--- config.mk ---
export PLATFORM = sky130hd
export DESIGN_NAME = prod2_responder_flat
export DESIGN_NICKNAME = d
export VERILOG_FILES = /design/src/rtl/prod2_responder_pkg.sv /design/src/rtl/prod2_responder_if.sv /design/src/rtl/prod2_responder_booth_mul8_seq.sv /design/src/rtl/prod2_responder.sv /design/src/flat_wrapper.sv
export SDC_FILE = /design/constraint.sdc
export NUM_CORES = 1
export LEC_CHECK = 0
export ABC_AREA = 1
export CORE_MARGIN = 2
export CORE_UTILIZATION = 52
export CTS_CLUSTER_SIZE = 8
export DETAILED_ROUTE_END_ITERATION = 7
export MAX_ROUTING_LAYER = met4
export PLACE_DENSITY_LB_ADDON = 0.08
export SYNTH_ARGS = -nofsm -noshare
export SYNTH_HDL_FRONTEND = slang
export SYNTH_SLANG_ARGS = --single-unit
--- constraint.sdc ---
create_clock -name clk -period 2.4 [get_ports clk]
set_input_delay 0.48 -clock clk [delete_from_list [all_inputs] [get_ports clk]]
set_output_delay 0.48 -clock clk [all_outputs]
set_load 0.01 [all_outputs]
--- src/rtl/prod2_responder_pkg.sv ---
// Shared types and constants for the program-2 product responder.
`timescale 1ns/1ps
package prod2_pkg;

    typedef enum logic [2:0] {
        IDLE  = 3'd0,
        RD_A  = 3'd1,
        RD_B  = 3'd2,
        MUL   = 3'd3,
        WR_LO = 3'd4,
        WR_HI = 3'd5,
        DONE  = 3'd6
    } prod2_state_t;

    localparam int MUL_STEPS = 8;
    localparam int CNT_W     = $clog2(MUL_STEPS);

    localparam int DEF_ADDR_W    = 8;
    localparam int DEF_OPA_ADDR  = 0;
    localparam int DEF_OPB_ADDR  = 1;
    localparam int DEF_PROD_ADDR = 2;

    // Accumulator update for one Booth step, before the arithmetic shift.
    // The accumulator is 16 bits wide so -128 * -128 never overflows it.
    function automatic logic signed [15:0] booth_add(
        input logic signed [15:0] acc,
        input logic signed [7:0]  mcand,
        input logic [1:0]         pair
    );
        logic signed [15:0] ext;
        ext = {{8{mcand[7]}}, mcand};
        case (pair)
            2'b01:   booth_add = acc + ext;
            2'b10:   booth_add = acc - ext;
            default: booth_add = acc;
        endcase
    endfunction

endpackage

--- src/rtl/prod2_responder_if.sv ---
// Handshake and byte-wide memory port between the program-2 bench and the responder.
`timescale 1ns/1ps
interface prod2_responder_if
    import prod2_pkg::*;
#(
    parameter int ADDR_W = DEF_ADDR_W
);
    logic              start;
    logic              done;
    logic [ADDR_W-1:0] mem_addr;
    logic [7:0]        mem_rd_data;
    logic              mem_wr_en;
    logic [7:0]        mem_wr_data;

    // Bench / memory side
    modport master (
        output start, mem_rd_data,
        input  done, mem_addr, mem_wr_en, mem_wr_data
    );

    // Responder side
    modport slave (
        input  start, mem_rd_data,
        output done, mem_addr, mem_wr_en, mem_wr_data
    );
endinterface

--- src/rtl/prod2_responder_booth_mul8_seq.sv ---
// Sequential radix-2 Booth multiplier, 8x8 signed -> 16-bit signed, one step per cycle.
`timescale 1ns/1ps
module booth_mul8_seq
    import prod2_pkg::*;
(
    input  logic               clk,
    input  logic               load,
    input  logic               step,
    input  logic signed [7:0]  mcand,
    input  logic signed [7:0]  mplier,
    output logic signed [15:0] prod
);
    logic signed [15:0] acc;
    logic [7:0]         q;
    logic               q_m1;
    logic signed [7:0]  mcand_r;
    logic signed [15:0] sum;

    // Add/subtract decision for the current step from {Q[0], q_-1}
    always_comb begin
        sum = booth_add(acc, mcand_r, {q[0], q_m1});
    end

    // Load operands, or apply one add-then-arithmetic-shift step over {A, Q, q_-1}
    always_ff @(posedge clk) begin
        if (load) begin
            acc     <= '0;
            q       <= mplier;
            q_m1    <= 1'b0;
            mcand_r <= mcand;
        end else if (step) begin
            acc  <= {sum[15], sum[15:1]};
            q    <= {sum[0], q[7:1]};
            q_m1 <= q[0];
        end
    end

    assign prod = {acc[7:0], q};

endmodule

--- src/rtl/prod2_responder.sv ---
// Start/done responder: reads OpA and OpB, Booth-multiplies, writes the product little-endian.
`timescale 1ns/1ps
module prod2_responder
    import prod2_pkg::*;
#(
    parameter int ADDR_W    = DEF_ADDR_W,
    parameter int OPA_ADDR  = DEF_OPA_ADDR,
    parameter int OPB_ADDR  = DEF_OPB_ADDR,
    parameter int PROD_ADDR = DEF_PROD_ADDR
)(
    input  logic            clk,
    input  logic            reset,
    prod2_responder_if.slave bus
);
    localparam logic [2:0] S_IDLE  = IDLE;
    localparam logic [2:0] S_RD_A  = RD_A;
    localparam logic [2:0] S_RD_B  = RD_B;
    localparam logic [2:0] S_MUL   = MUL;
    localparam logic [2:0] S_WR_LO = WR_LO;
    localparam logic [2:0] S_WR_HI = WR_HI;
    localparam logic [2:0] S_DONE  = DONE;

    logic [2:0]         state;
    logic [2:0]         state_nxt;
    logic               start_q;
    logic               start_fall;
    logic [CNT_W-1:0]   cnt;
    logic signed [7:0]  mcand_q;
    logic signed [15:0] prod;

    logic               done;
    logic [ADDR_W-1:0]  mem_addr;
    logic               mem_wr_en;
    logic [7:0]         mem_wr_data;

    // start_q resets high so a start held low through reset release reads as a falling edge
    assign start_fall = start_q & ~bus.start;

    // Control registers: state, start history and step counter
    always_ff @(posedge clk or negedge reset) begin
        if (!reset) begin
            state   <= S_IDLE;
            start_q <= 1'b1;
            cnt     <= '0;
        end else begin
            state   <= state_nxt;
            start_q <= bus.start;
            if (state == S_RD_B)
                cnt <= '0;
            else if (state == S_MUL)
                cnt <= cnt + 1'b1;
        end
    end

    // Next-state decode; falling edges outside IDLE are ignored
    always_comb begin
        state_nxt = state;
        case (state)
            S_IDLE:  if (start_fall) state_nxt = S_RD_A;
            S_RD_A:  state_nxt = S_RD_B;
            S_RD_B:  state_nxt = S_MUL;
            S_MUL:   if (cnt == CNT_W'(MUL_STEPS - 1)) state_nxt = S_WR_LO;
            S_WR_LO: state_nxt = S_WR_HI;
            S_WR_HI: state_nxt = S_DONE;
            S_DONE:  if (bus.start) state_nxt = S_IDLE;
            default: state_nxt = S_IDLE;
        endcase
    end

    // Multiplicand is held here between RD_A and the multiplier load in RD_B
    always_ff @(posedge clk) begin
        if (state == S_RD_A)
            mcand_q <= bus.mem_rd_data;
    end

    booth_mul8_seq u_booth (
        .clk    (clk),
        .load   (state == S_RD_B),
        .step   (state == S_MUL),
        .mcand  (mcand_q),
        .mplier (bus.mem_rd_data),
        .prod   (prod)
    );

    // Memory port and handshake decoded from state so reset clears them without a clock
    always_comb begin
        done        = 1'b0;
        mem_addr    = '0;
        mem_wr_en   = 1'b0;
        mem_wr_data = '0;
        case (state)
            S_RD_A:  mem_addr = ADDR_W'(OPA_ADDR);
            S_RD_B:  mem_addr = ADDR_W'(OPB_ADDR);
            S_WR_LO: begin
                mem_addr    = ADDR_W'(PROD_ADDR);
                mem_wr_en   = 1'b1;
                mem_wr_data = prod[7:0];
            end
            S_WR_HI: begin
                mem_addr    = ADDR_W'(PROD_ADDR + 1);
                mem_wr_en   = 1'b1;
                mem_wr_data = prod[15:8];
            end
            S_DONE:  done = 1'b1;
            default: ;
        endcase
    end

    assign bus.done        = done;
    assign bus.mem_addr    = mem_addr;
    assign bus.mem_wr_en   = mem_wr_en;
    assign bus.mem_wr_data = mem_wr_data;

endmodule

--- src/flat_wrapper.sv ---
// flat-port wrapper written by rule: the top's interface ports become plain ports
module prod2_responder_flat import prod2_pkg::*;
#(
    parameter int ADDR_W    = DEF_ADDR_W,
    parameter int OPA_ADDR  = DEF_OPA_ADDR,
    parameter int OPB_ADDR  = DEF_OPB_ADDR,
    parameter int PROD_ADDR = DEF_PROD_ADDR
)
  (clk, reset, bus_start, bus_mem_rd_data, bus_done, bus_mem_addr, bus_mem_wr_en, bus_mem_wr_data);
  prod2_responder_if #(.ADDR_W(ADDR_W)) bus_i ();
  input  logic clk;
  input  logic reset;
  input wire logic [$bits(bus_i.start)-1:0] bus_start;
  input wire logic [$bits(bus_i.mem_rd_data)-1:0] bus_mem_rd_data;
  output wire logic [$bits(bus_i.done)-1:0] bus_done;
  output wire logic [$bits(bus_i.mem_addr)-1:0] bus_mem_addr;
  output wire logic [$bits(bus_i.mem_wr_en)-1:0] bus_mem_wr_en;
  output wire logic [$bits(bus_i.mem_wr_data)-1:0] bus_mem_wr_data;
  assign bus_i.start = bus_start;
  assign bus_i.mem_rd_data = bus_mem_rd_data;
  assign bus_done = bus_i.done;
  assign bus_mem_addr = bus_i.mem_addr;
  assign bus_mem_wr_en = bus_i.mem_wr_en;
  assign bus_mem_wr_data = bus_i.mem_wr_data;
  prod2_responder #(.ADDR_W(ADDR_W), .OPA_ADDR(OPA_ADDR), .OPB_ADDR(OPB_ADDR), .PROD_ADDR(PROD_ADDR)) u_core (.clk(clk), .reset(reset), .bus(bus_i));
endmodule
Word level (Yosys, flattened, before mapping)
Cells that the tools add are included.
Operators by class
  $add $sub $neg: 3
  eq/ne operators: 12
  mux-type cells: 13
  bitwise logic cells: 2
  reductions and logical operators: 4
Operators with widths (count)
  $pmux W16 S2: 1
  $pmux W3 S7: 1
  $add A15 B8 Y16: 1
  $mux W8: 2
  $pmux W8 S2: 1
  $sub A15 B8 Y16: 1
  $mux W3: 5
  $eq A3 B3 Y1 const B: 4
  $eq A3 B2 Y1 const B: 2
  $pmux W2 S3: 1
  $ne A2 B1 Y1 const B: 2
  $add A3 B1 Y3 const B: 1
  $eq A3 B1 Y1 const B: 1
  $logic_not A3 Y1: 1
  $reduce_and A3 Y1: 1
  $eq A2 B1 Y1 const B: 1
  $eq A2 B2 Y1 const B: 1
  $mux W1: 2
  $ne A2 B2 Y1 const B: 1
  $reduce_bool A2 Y1: 1
  $reduce_or A2 Y1: 1
  $and A1 B1 Y1: 1
  $not A1 Y1: 1
Storage, ports and cells
  flip-flop bits (word level): 47
  bits of input ports: 11
  output and inout port bits: 18
  word-level logic and storage cells: 42

Depth between registers and ports, before layout
Gate-level depths: netlist (run 1).
  depth in word-level cells: 4
  gate-level depth with buffers: 20
  gate-level depth less buffers: 20

By module
A second synthesis (run 1) with hierarchy kept.
Second synthesis, totals
  cells, all modules: 435
  area, all modules: 3206.8 um^2
Modules (own cells, without submodules)
  booth_mul8_seq: instances 1, cells an instance 347, area an instance 2394.8 um^2, sequential area each 800.8 um^2
  prod2_responder: instances 1, cells an instance 88, area an instance 812.0 um^2, sequential area each 416.6 um^2

Worst setup path before layout (run 1)
No wires, ideal clock.
  path type: register to register
  start point: register u_core.u_booth.mcand_r[2]
  end point: register u_core.u_booth.acc[13]
  setup time: 0.112 ns
  arrival time: 2.327 ns
  required time: 2.288 ns
  slack: -0.040 ns
  cell stages (with the launch flop): 15
  path buffers: 0
  clock period less this slack: 2.440 ns
  path through: edfxtp_1 -> nor3_1 -> nand4_1 -> ha_1 -> nand2_1 -> nand2_1 -> ha_1 -> a21oi_1 -> o21ai_0 -> a21oi_1 -> nand2_1 -> nand2_1 -> nand3_1 -> nand2_1 -> nand2_1
On the way
  longest elaborated chain between the ends: 2
  elaborated cells between the ends (all ways): 3
Ends and longest elaborated chain
  start: declaration: line prod2_responder_booth_mul8_seq.sv:16  | logic signed [7:0] mcand_r;
  start signal: assignment: line prod2_responder_booth_mul8_seq.sv:30  | mcand_r <= mcand;
  $sub A15 B8 Y16 / $add A15 B8 Y16 (equally long branches): line prod2_responder_pkg.sv:34, prod2_responder_pkg.sv:33
  $pmux W16 S2 *: line prod2_responder_pkg.sv:32  | case (pair)
  end signal: assignment: line prod2_responder_booth_mul8_seq.sv:32  | acc <= {sum[15], sum[15:1]};
  end: declaration: line prod2_responder_booth_mul8_seq.sv:13  | logic signed [15:0] acc;
Every way passes the cells marked *; elsewhere a longest branch is shown, timed or not.
A chain may end at the register's enable or synchronous reset.

Worst setup path in the final report (run 1)
  start point: register u_core.u_booth.mcand_r[0]
  end point: register u_core.u_booth.acc[9]
Same word-level chain as after synthesis.

==> flow_metrics.env, run 1 <==
export IMPL_outcome="complete, but fails checks"
export IMPL_violations="negative setup slack"
export IMPL_drive_gt1_share_pct=31.6
export IMPL_hold_end="u_core.u_booth.mcand_r[1]$_DFFE_PP_"
export IMPL_max_cap_viol_count=0
export IMPL_drt_total_wl_mm=8.60
export IMPL_drt_iter0_drc=155
export IMPL_synth_seq_cells=47
export IMPL_rr_endpoint="u_core.u_booth.acc[9]$_SDFFE_PP0P_"
export IMPL_relSlewSlack_pct=50.3
export IMPL_rsz0062_at_grt="true"
export IMPL_setup_ws_ns=-0.172
export IMPL_routedWlPerCell_um=15.5
export IMPL_gp_congestion=0.916
export IMPL_nets=512
export IMPL_grt_pass1_wl_mm=12.4
export IMPL_path_clk_slew_ns=0.09
export IMPL_synth_distinct_cells=33
export IMPL_synth_top_cell_area_share_pct=23.6
export IMPL_n_antenna_cell=0
export IMPL_hpwl_mm=5.54
export IMPL_die_h_um=80.6
export IMPL_root_buffer="clkbuf_8"
export IMPL_syn_inst=417
export IMPL_drc_errors=0
export IMPL_port_buffers=22
export IMPL_min_from="u_core.mcand_q[1]$_DFFE_PP_"
export IMPL_fin_crit_ns=2.57
export IMPL_final_cell_mix="nand2_1, inv_1, buf_4"
export IMPL_dieArea_um2=6490
export IMPL_drtPass1Iterations=5
export IMPL_antenna_found_initial=0
export IMPL_core_um2=5570
export IMPL_seq_area_frac_synth_pct=39.9
export IMPL_cts_tree="yes"
export IMPL_tightest_slew_ns=0.743
export IMPL_synth_area_um2=3050
export IMPL_path_class="flip-flop to flip-flop"
export IMPL_synth_top_area_cell="edfxtp_1"
export IMPL_fin_crit_sh_pct=107
export IMPL_min_path_cells=0
export IMPL_die_w_um=80.6
export IMPL_cp_required_ns=2.60
export IMPL_startpoint_type="flip-flop"
export IMPL_via_count=2971
export IMPL_setup_viol=10
export IMPL_final_fill_count=390
export IMPL_multi_input_area_um2=2080
export IMPL_cp_max_fo=4
export IMPL_crit_path_end_kind="flip-flop"
export IMPL_fmax_ghz=0.389
export IMPL_rows=27
export IMPL_cts_buffer_depth=2
export IMPL_grt_overflow=0
export IMPL_h_tree_depth=2
export IMPL_finClkSkew_ns=0.0153
export IMPL_vias_per_cell=5.37
export IMPL_io_pins=29
export IMPL_layout_cells_most_common="nand2_1"
export IMPL_grt_pass1_vias=2677
export IMPL_grt_max_degree=18
export IMPL_hold_class="flip-flop to flip-flop"
export IMPL_grt_total_usage_pct=26.0
export IMPL_syn_area_per_cell_um2=7.31
export IMPL_start_util_pct=54.7
export IMPL_maxSlewViolCount=0
export IMPL_ys_warn_count=0
export IMPL_reg2reg_depth=16
export IMPL_area_delta_synth_final_pct=39.0
export IMPL_drtAntennaViolNets=0
export IMPL_seq_area_um2=1220
export IMPL_rr_startpoint="u_core.u_booth.mcand_r[0]$_DFFE_PP_"
export IMPL_reg2reg_setup_slack_ns=-0.17
export IMPL_synth_top_cells_by_area="edfxtp_1, nand2_1, dfxtp_1"
export IMPL_hold_viol=0
export IMPL_cts_buffers=5
export IMPL_crit_arrival_ns=2.77
export IMPL_worst_skew_pair_late_latency_ns=0.31
export IMPL_cts_sinks=47
export IMPL_setup_tns_ns=-1.20
## sequential cells by signal (all words and copies together) (netlist names)
name	count
u_core.mcand_q	8
u_core.u_booth.acc	15
u_core.u_booth.mcand_r	8
u_core.start_q	1
u_core.state	3
u_core.u_booth.q	8
u_core.u_booth.q_m1	1
u_core.cnt	3
## layout make-up
cell class              count  share of cell area, %
well taps                  72                   2.13
multi-input cells         305                   49.0
clock inverters             2                  0.177
clock buffers               6                   1.71
flip-flops and latches     47                   28.7
repair buffers             66                   13.2
inverters                  55                   4.99
## through the flow
step                hold WS [ns]  instances  instance area (um2)  setup WS (ns)  util, %
floorplan                  0.184        422                 3070         0.0286        -
global placement           0.404        535                 3550         -0.208     63.7
detailed placement         0.407        535                 3550         -0.241     63.7
CTS                        0.420        547                 3850        -0.0544     69.1
global route               0.438        553                 4240         -0.301     76.0
finish                     0.409        553                 4240         -0.172     76.0
## routing by layer
| layer | wire [um] | track usage, % |
|---|---|---|
| met5 | 0 | - |
| met4 | 189 | 7.63 |
| met3 | 463 | 3.15 |
| met2 | 4130 | 42.2 |
| met1 | 3820 | 34.3 |
## cells by family (layout without fill, tap and decap cells)
logic type | Yosys count | after routing | share of synthesized area (%)
compound gates | 63 | 63 | 11.0
xor+xnor | 9 | 9 | 2.59
fa+ha+maj | 21 | 21 | 8.86
buf+inv | 70 | 129 | 9.64
flops | 47 | 47 | 39.9
other cells | 1 | 6 | 0.123
simple gates | 206 | 206 | 27.9
## synthesized netlist by cell type (all sizes together)
cell	number
nand2	123
inv	54
nor2	41
o21ai	34
nand3	28
edfxtp	24
a21oi	21
ha	20
dfxtp	16
buf	11
xor2	8
dfrtp	6
clkbuf	4
nand4	4
nor3	4
o22ai	3
or2	3
a22o	2
nand3b	2
a21o	1
and2	1
clkinv	1
conb	1
dfstp	1
fa	1
o211ai	1
o21a	1
xnor2	1
## worst max-delay path, cell delays in order (launching register included)
cell and delay (ns):
edfxtp_1 0.43, buf_6 0.14, nor3_4 0.16, nand4_1 0.17, ha_1 0.34, nand2_2 0.08, nand2_2 0.06, ha_4 0.32
buf_4 0.13, nand2_4 0.06, nor2_4 0.14, nand2_2 0.07, nand2_2 0.08, xnor2_2 0.10, nand2_1 0.07, nand2_1 0.06
nand2_1 0.04
## what timing repair did
item	4_1_cts	5_1_grt
gates resized for setup	43	88
pin swaps	18	38
buffers inserted	4	6
setup endpoints to repair	15	23
hold buffers	0	0
## how the worst max path moves through the flow
stage | from | to | slack, ns | cells past startpoint
5_1_grt | u_core.u_booth.mcand_r[1]$_DFFE_PP_ | u_core.u_booth.acc[14]$_SDFFE_PP0P_ | -0.30 | 20
2_1_floorplan | u_core.u_booth.mcand_r[2]$_DFFE_PP_ | u_core.u_booth.acc[13]$_SDFFE_PP0P_ | 0.03 | 14
4_1_cts | u_core.u_booth.mcand_r[1]$_DFFE_PP_ | u_core.u_booth.acc[12]$_SDFFE_PP0P_ | -0.05 | 18
3_5_place_dp | u_core.u_booth.mcand_r[0]$_DFFE_PP_ | u_core.u_booth.acc[13]$_SDFFE_PP0P_ | -0.24 | 15
6_report | u_core.u_booth.mcand_r[0]$_DFFE_PP_ | u_core.u_booth.acc[9]$_SDFFE_PP0P_ | -0.17 | 16
3_3_place_gp | u_core.u_booth.mcand_r[0]$_DFFE_PP_ | u_core.u_booth.acc[13]$_SDFFE_PP0P_ | -0.21 | 15
Power of run 1 is not shown: default switching activity piles up to over one toggle a cycle in this logic, so the estimate is an artifact.
==> run 2: changes to the inputs <==
==> constraint.sdc (replaced) <==
create_clock -name clk -period 2.4 [get_ports clk]
set_input_delay 0.36 -clock clk [delete_from_list [all_inputs] [get_ports clk]]
set_output_delay 0.36 -clock clk [all_outputs]
set_load 0.01 [all_outputs]
==> run 2 against run 1 <==
Against the previous run:
- the run still ends with negative setup slack left
- wire length is 4.8% lower
- final cell count is 0.54% lower
- critical path type unchanged
- clock skew is 0.0096 ns lower
- worst setup slack better by 0.043 ns
- die area stayed put
- global-route usage is 0.60 points lower
- hold slack worse by 0.097 ns
- sequential cell count stayed put
- critical endpoint is now u_core.u_booth.acc[14]$_SDFFE_PP0P_
==> flow_metrics.env, run 2 (synthesis gave the netlist of run 1 again) <==
export IMPL_hold_viol=0
export IMPL_gp_congestion=0.979
export IMPL_cts_buffers=5
export IMPL_fmax_ghz=0.395
export IMPL_maxSlewViolCount=0
export IMPL_cp_required_ns=2.63
export IMPL_antenna_found_initial=0
export IMPL_routedWlPerCell_um=14.9
export IMPL_drtPass1Iterations=5
export IMPL_reg2reg_depth=20
export IMPL_path_depth=20
export IMPL_core_um2=5570
export IMPL_nets=509
export IMPL_rr_endpoint="u_core.u_booth.acc[14]$_SDFFE_PP0P_"
export IMPL_layout_cells_most_common="nand2_1"
export IMPL_max_cap_viol_count=0
export IMPL_port_buffers=22
export IMPL_grt_total_usage_pct=25.4
export IMPL_max_stage_delay_ns=0.44
export IMPL_startpoint_type="flip-flop"
export IMPL_rows=27
export IMPL_h_tree_depth=2
export IMPL_regMostFlops="u_core.u_booth.acc"
export IMPL_final_cell_mix="nand2_1, inv_1, buf_4"
export IMPL_cp_cell_sequence="inv_1, ha_4, inv_2, nor2_4, nand3_2, o21ai_2, nand2_2, nand2_2, ha_4, nand2_1, nand2_1, nand2_1, nand2_2, a21oi_2, nand2_1, nand2_1, nand3_1, nand2_1, inv_1, nor2_1"
export IMPL_drt_iter0_drc=191
export IMPL_drive_gt1_share_pct=27.4
export IMPL_vias_per_cell=5.37
export IMPL_final_fill_count=429
export IMPL_crit_buf_inv=3
export IMPL_setup_ws_ns=-0.129
export IMPL_drtAntennaViolNets=0
export IMPL_grt_pass1_wl_mm=12.3
export IMPL_cpLargestDelayFamily="simple AND/OR/NAND/NOR gates"
export IMPL_crit_top_cell="nand2_1"
export IMPL_crit_path_end_kind="flip-flop"
export IMPL_cp_max_fo=5
export IMPL_via_count=2955
export IMPL_die_h_um=80.6
export IMPL_path_class="flip-flop to flip-flop"
export IMPL_drc_errors=0
export IMPL_grt_overflow=0
export IMPL_hpwl_mm=5.46
export IMPL_cts_buffer_depth=2
export IMPL_reg2reg_setup_slack_ns=-0.13
export IMPL_cts_sinks=47
export IMPL_relSlewSlack_pct=53.8
export IMPL_rr_startpoint="u_core.u_booth.mcand_r[0]$_DFFE_PP_"
export IMPL_setup_viol=9
export IMPL_finClkSkew_ns=0.00571
export IMPL_fin_crit_ns=2.53
export IMPL_area_delta_synth_final_pct=35.0
export IMPL_worst_skew_pair_late_latency_ns=0.29
export IMPL_tightest_slew_ns=0.690
export IMPL_hold_slack_ns=0.312
export IMPL_crit_arrival_ns=2.76
export IMPL_start_util_pct=54.7
export IMPL_root_buffer="clkbuf_8"
export IMPL_hold_class="primary input to asynchronous set/reset pin"
export IMPL_grt_pass1_vias=2698
export IMPL_violations="negative setup slack"
export IMPL_cts_tree="yes"
export IMPL_largest_reg_flops=15
export IMPL_die_w_um=80.6
export IMPL_path_clk_slew_ns=0.09
export IMPL_n_antenna_cell=0
export IMPL_grt_max_degree=18
export IMPL_drt_total_wl_mm=8.18
export IMPL_cpMaxStageDelayCell="edfxtp_1"
export IMPL_fin_crit_sh_pct=105
export IMPL_dieArea_um2=6490
export IMPL_outcome="complete, but fails checks"
export IMPL_rsz0062_at_grt="true"
export IMPL_io_pins=29
run 2: cell types whose count changed in the layout (fill, tap and decap cells not counted), moves of 3 or more:
cell     before  now
buf_4        42   37
nand3_2      12    8
o21ai_0      22   27
nor2_1       29   32
nand2_2      28   20
nand3_1      15   20
nand2_1      88   98
o21ai_1       9    4
run 2: metrics by stage:
stage / setup slack [ns] / area (um2) / cells / utilization [%] / setup TNS [ns]
2_1_floorplan: 0.0286 / 3070 / 422 / - / 0
3_3_place_gp: -0.175 / 3540 / 534 / 63.6 / -0.730
3_5_place_dp: -0.217 / 3540 / 534 / 63.6 / -0.808
4_1_cts: -0.0457 / 3790 / 545 / 68.1 / -0.114
5_1_grt: -0.262 / 4120 / 550 / 73.8 / -2.18
6_report: -0.129 / 4120 / 550 / 73.8 / -0.815
run 2: routing by layer:
metal | share of wire (%) | GRT usage [%] | vias up
met5 | 0 | - | -
met4 | 0.92 | 5.42 | 0
met3 | 4.5 | 3.60 | 10
met2 | 48 | 40.3 | 96
met1 | 46 | 34.9 | 1385
li1 | - | - | 1464
run 2: cell type report:
| type | count | area (um2) | share of cell area, % |
|---|---|---|---|
| multi-input combinational | 305 | 1960 | 47.7 |
| timing repair buffer | 63 | 554 | 13.5 |
| sequential | 47 | 1220 | 29.6 |
| clock buffer | 7 | 76.3 | 1.85 |
| inverter | 55 | 206 | 5.02 |
| tap | 72 | 90.1 | 2.19 |
| clock inverter | 1 | 7.51 | 0.182 |
run 2: how the worst max path moves through the flow:
stage | start | endpoint | slack (ns)
final | u_core.u_booth.mcand_r[0]$_DFFE_PP_ | u_core.u_booth.acc[14]$_SDFFE_PP0P_ | -0.13
after global placement | u_core.u_booth.mcand_r[2]$_DFFE_PP_ | u_core.u_booth.acc[13]$_SDFFE_PP0P_ | -0.18
after global routing | u_core.u_booth.mcand_r[1]$_DFFE_PP_ | u_core.u_booth.acc[6]$_SDFFE_PP0P_ | -0.26
after floorplan | u_core.u_booth.mcand_r[2]$_DFFE_PP_ | u_core.u_booth.acc[13]$_SDFFE_PP0P_ | 0.03
after detailed placement | u_core.u_booth.mcand_r[2]$_DFFE_PP_ | u_core.u_booth.acc[13]$_SDFFE_PP0P_ | -0.22
after CTS | u_core.u_booth.mcand_r[0]$_DFFE_PP_ | u_core.u_booth.acc[13]$_SDFFE_PP0P_ | -0.05
run 2: what timing repair did:
item,CTS,global route
gates resized for setup,26,72
hold buffers,0,0
setup endpoints to repair,9,20
buffers inserted,3,5
pin swaps,11,39
Power of run 2 is left out for the same reason.
==> run 3: changes to the inputs <==
Settings changed: PLACE_DENSITY set to 0.82, PLACE_DENSITY_LB_ADDON 0.08 to unset.
==> run 3 against run 2 <==
Against the previous run:
- the flow still finishes with violations (negative setup slack)
- maximum frequency decreased by 3.5%
- first-iteration DRC count increased by 99%
- register-to-register slack got worse by 0.09 ns
- global-route usage increased by 1.7 points
- clock skew increased by 0.0054 ns
- count of clock-buffer cells in the layout decreased by 1
- critical path depth decreased by 1
- non-clock buffer count decreased by 5
- hold slack got worse by 0.0019 ns
- wire length increased by 3.4%
- core utilization decreased by 2.3 points
- die area unchanged
==> flow_metrics.env, run 3 (synthesis gave the netlist of run 1 again) <==
export IMPL_outcome="complete, but fails checks"
export IMPL_violations="negative setup slack"
export IMPL_relSlewSlack_pct=52.0
export IMPL_maxSlewViolCount=0
export IMPL_cts_tree="yes"
export IMPL_rows=27
export IMPL_die_h_um=80.6
export IMPL_fmax_ghz=0.381
export IMPL_top_layer="met4"
export IMPL_n_antenna_cell=0
export IMPL_regMostFlops="u_core.u_booth.acc"
export IMPL_dr_wl_met3_um=583
export IMPL_core_um2=5570
export IMPL_cts_sinks=47
export IMPL_setup_tns_ns=-1.38
export IMPL_grt_pass1_wl_mm=13.3
export IMPL_layout_cells_most_common="nand2_1"
export IMPL_root_buffer="clkbuf_8"
export IMPL_grt_max_degree=18
export IMPL_hold_buffers=0
export IMPL_final_cell_mix="nand2_1, inv_1, buf_4"
export IMPL_via_count=3054
export IMPL_met2_length_mm=4.11
export IMPL_dieArea_um2=6490
export IMPL_max_cap_viol_count=0
export IMPL_fin_crit_ns=2.62
export IMPL_fin_crit_sh_pct=109
export IMPL_hold_viol=0
export IMPL_finClkSkew_ns=0.0111
export IMPL_nets=504
export IMPL_cp_required_ns=2.64
export IMPL_drive_gt1_share_pct=23.9
export IMPL_hold_slack_ns=0.310
export IMPL_crit_path_end_kind="flip-flop"
export IMPL_hpwl_mm=5.47
export IMPL_grt_pass1_vias=2874
export IMPL_die_w_um=80.6
export IMPL_drtAntennaViolNets=0
export IMPL_crit_arrival_ns=2.87
export IMPL_rr_startpoint="u_core.u_booth.mcand_r[0]$_DFFE_PP_"
export IMPL_cts_buffer_depth=2
export IMPL_io_pins=29
export IMPL_gp_congestion=0.934
export IMPL_path_clk_slew_ns=0.09
export IMPL_worst_skew_pair_late_latency_ns=0.30
export IMPL_largest_reg_flops=15
export IMPL_hold_class="primary input to asynchronous set/reset pin"
export IMPL_start_util_pct=54.7
export IMPL_rr_endpoint="u_core.u_booth.acc[14]$_SDFFE_PP0P_"
export IMPL_drt_total_wl_mm=8.46
export IMPL_cp_max_fo=4
export IMPL_vias_per_cell=5.60
export IMPL_startpoint_type="flip-flop"
export IMPL_utilization_pct=71.5
export IMPL_tightest_slew_ns=0.717
export IMPL_cts_buffers=5
export IMPL_reg2reg_setup_slack_ns=-0.22
export IMPL_grt_total_usage_pct=27.1
export IMPL_path_class="flip-flop to flip-flop"
export IMPL_antenna_found_initial=0
export IMPL_grt_overflow=0
export IMPL_setup_viol=9
export IMPL_area_delta_synth_final_pct=30.8
export IMPL_reg2reg_depth=19
export IMPL_drtPass1Iterations=6
export IMPL_drt_met1_wl_mm=3.43
export IMPL_drc_errors=0
export IMPL_h_tree_depth=2
export IMPL_rsz0062_at_grt="true"
export IMPL_drt_iter0_drc=381
export IMPL_port_buffers=22
export IMPL_routedWlPerCell_um=15.5
export IMPL_setup_ws_ns=-0.221
-- run 3: layout make-up --
| cell class | count | area, um2 |
|---|---|---|
| clock buffer | 6 | 72.6 |
| timing repair buffer | 58 | 494 |
| tap | 72 | 90.1 |
| inverter | 55 | 211 |
| fill | 407 | 1590 |
| sequential | 47 | 1220 |
| multi-input combinational | 305 | 1860 |
| clock inverter | 2 | 37.5 |
-- run 3: stage by stage --
stage               instances  area, um2  worst slack [ns]
finish                    545       3990            -0.221
global route              545       3990            -0.361
CTS                       540       3790           -0.0208
detailed placement        530       3510            -0.231
global placement          530       3510            -0.203
floorplan                 422       3070            0.0286
-- run 3: worst max-delay path by stage --
stage,from,end,slack (ns),depth (start not counted)
2_1_floorplan,u_core.u_booth.mcand_r[2]$_DFFE_PP_,u_core.u_booth.acc[13]$_SDFFE_PP0P_,0.03,14
3_3_place_gp,u_core.u_booth.mcand_r[0]$_DFFE_PP_,u_core.u_booth.acc[14]$_SDFFE_PP0P_,-0.20,17
3_5_place_dp,u_core.u_booth.mcand_r[0]$_DFFE_PP_,u_core.u_booth.acc[10]$_SDFFE_PP0P_,-0.23,20
4_1_cts,u_core.u_booth.mcand_r[0]$_DFFE_PP_,u_core.u_booth.acc[14]$_SDFFE_PP0P_,-0.02,17
5_1_grt,u_core.u_booth.mcand_r[0]$_DFFE_PP_,u_core.u_booth.acc[11]$_SDFFE_PP0P_,-0.36,16
6_report,u_core.u_booth.mcand_r[0]$_DFFE_PP_,u_core.u_booth.acc[14]$_SDFFE_PP0P_,-0.22,19
-- run 3: layer usage --
layer  GRT usage, %  vias to the layer above
met3           3.82                       42
met4           9.49                        0
met2           45.1                      157
met5              -                        -
li1               -                     1455
met1           33.9                     1400
-- run 3: timing repair --
item                                    CTS  global route
pin swaps                                10            25
resized for setup                        35            48
buffers inserted                          2             5
endpoints found under the setup margin   18            20
-- run 3: critical path: stages, from the launching register on --
cell,delay [ns]
edfxtp_1,0.43
buf_6,0.15
nor3_4,0.21
nand4_1,0.15
buf_4,0.17
nand2_1,0.05
nand2_1,0.09
nand2_1,0.09
ha_1,0.29
nand2_1,0.12
inv_1,0.07
nand2_1,0.07
nand2_1,0.10
a21oi_4,0.19
nand2_2,0.08
nand2_2,0.07
nand3_2,0.05
nand2_1,0.06
inv_1,0.04
nor2_1,0.08
Power of run 3 is left out for the same reason.
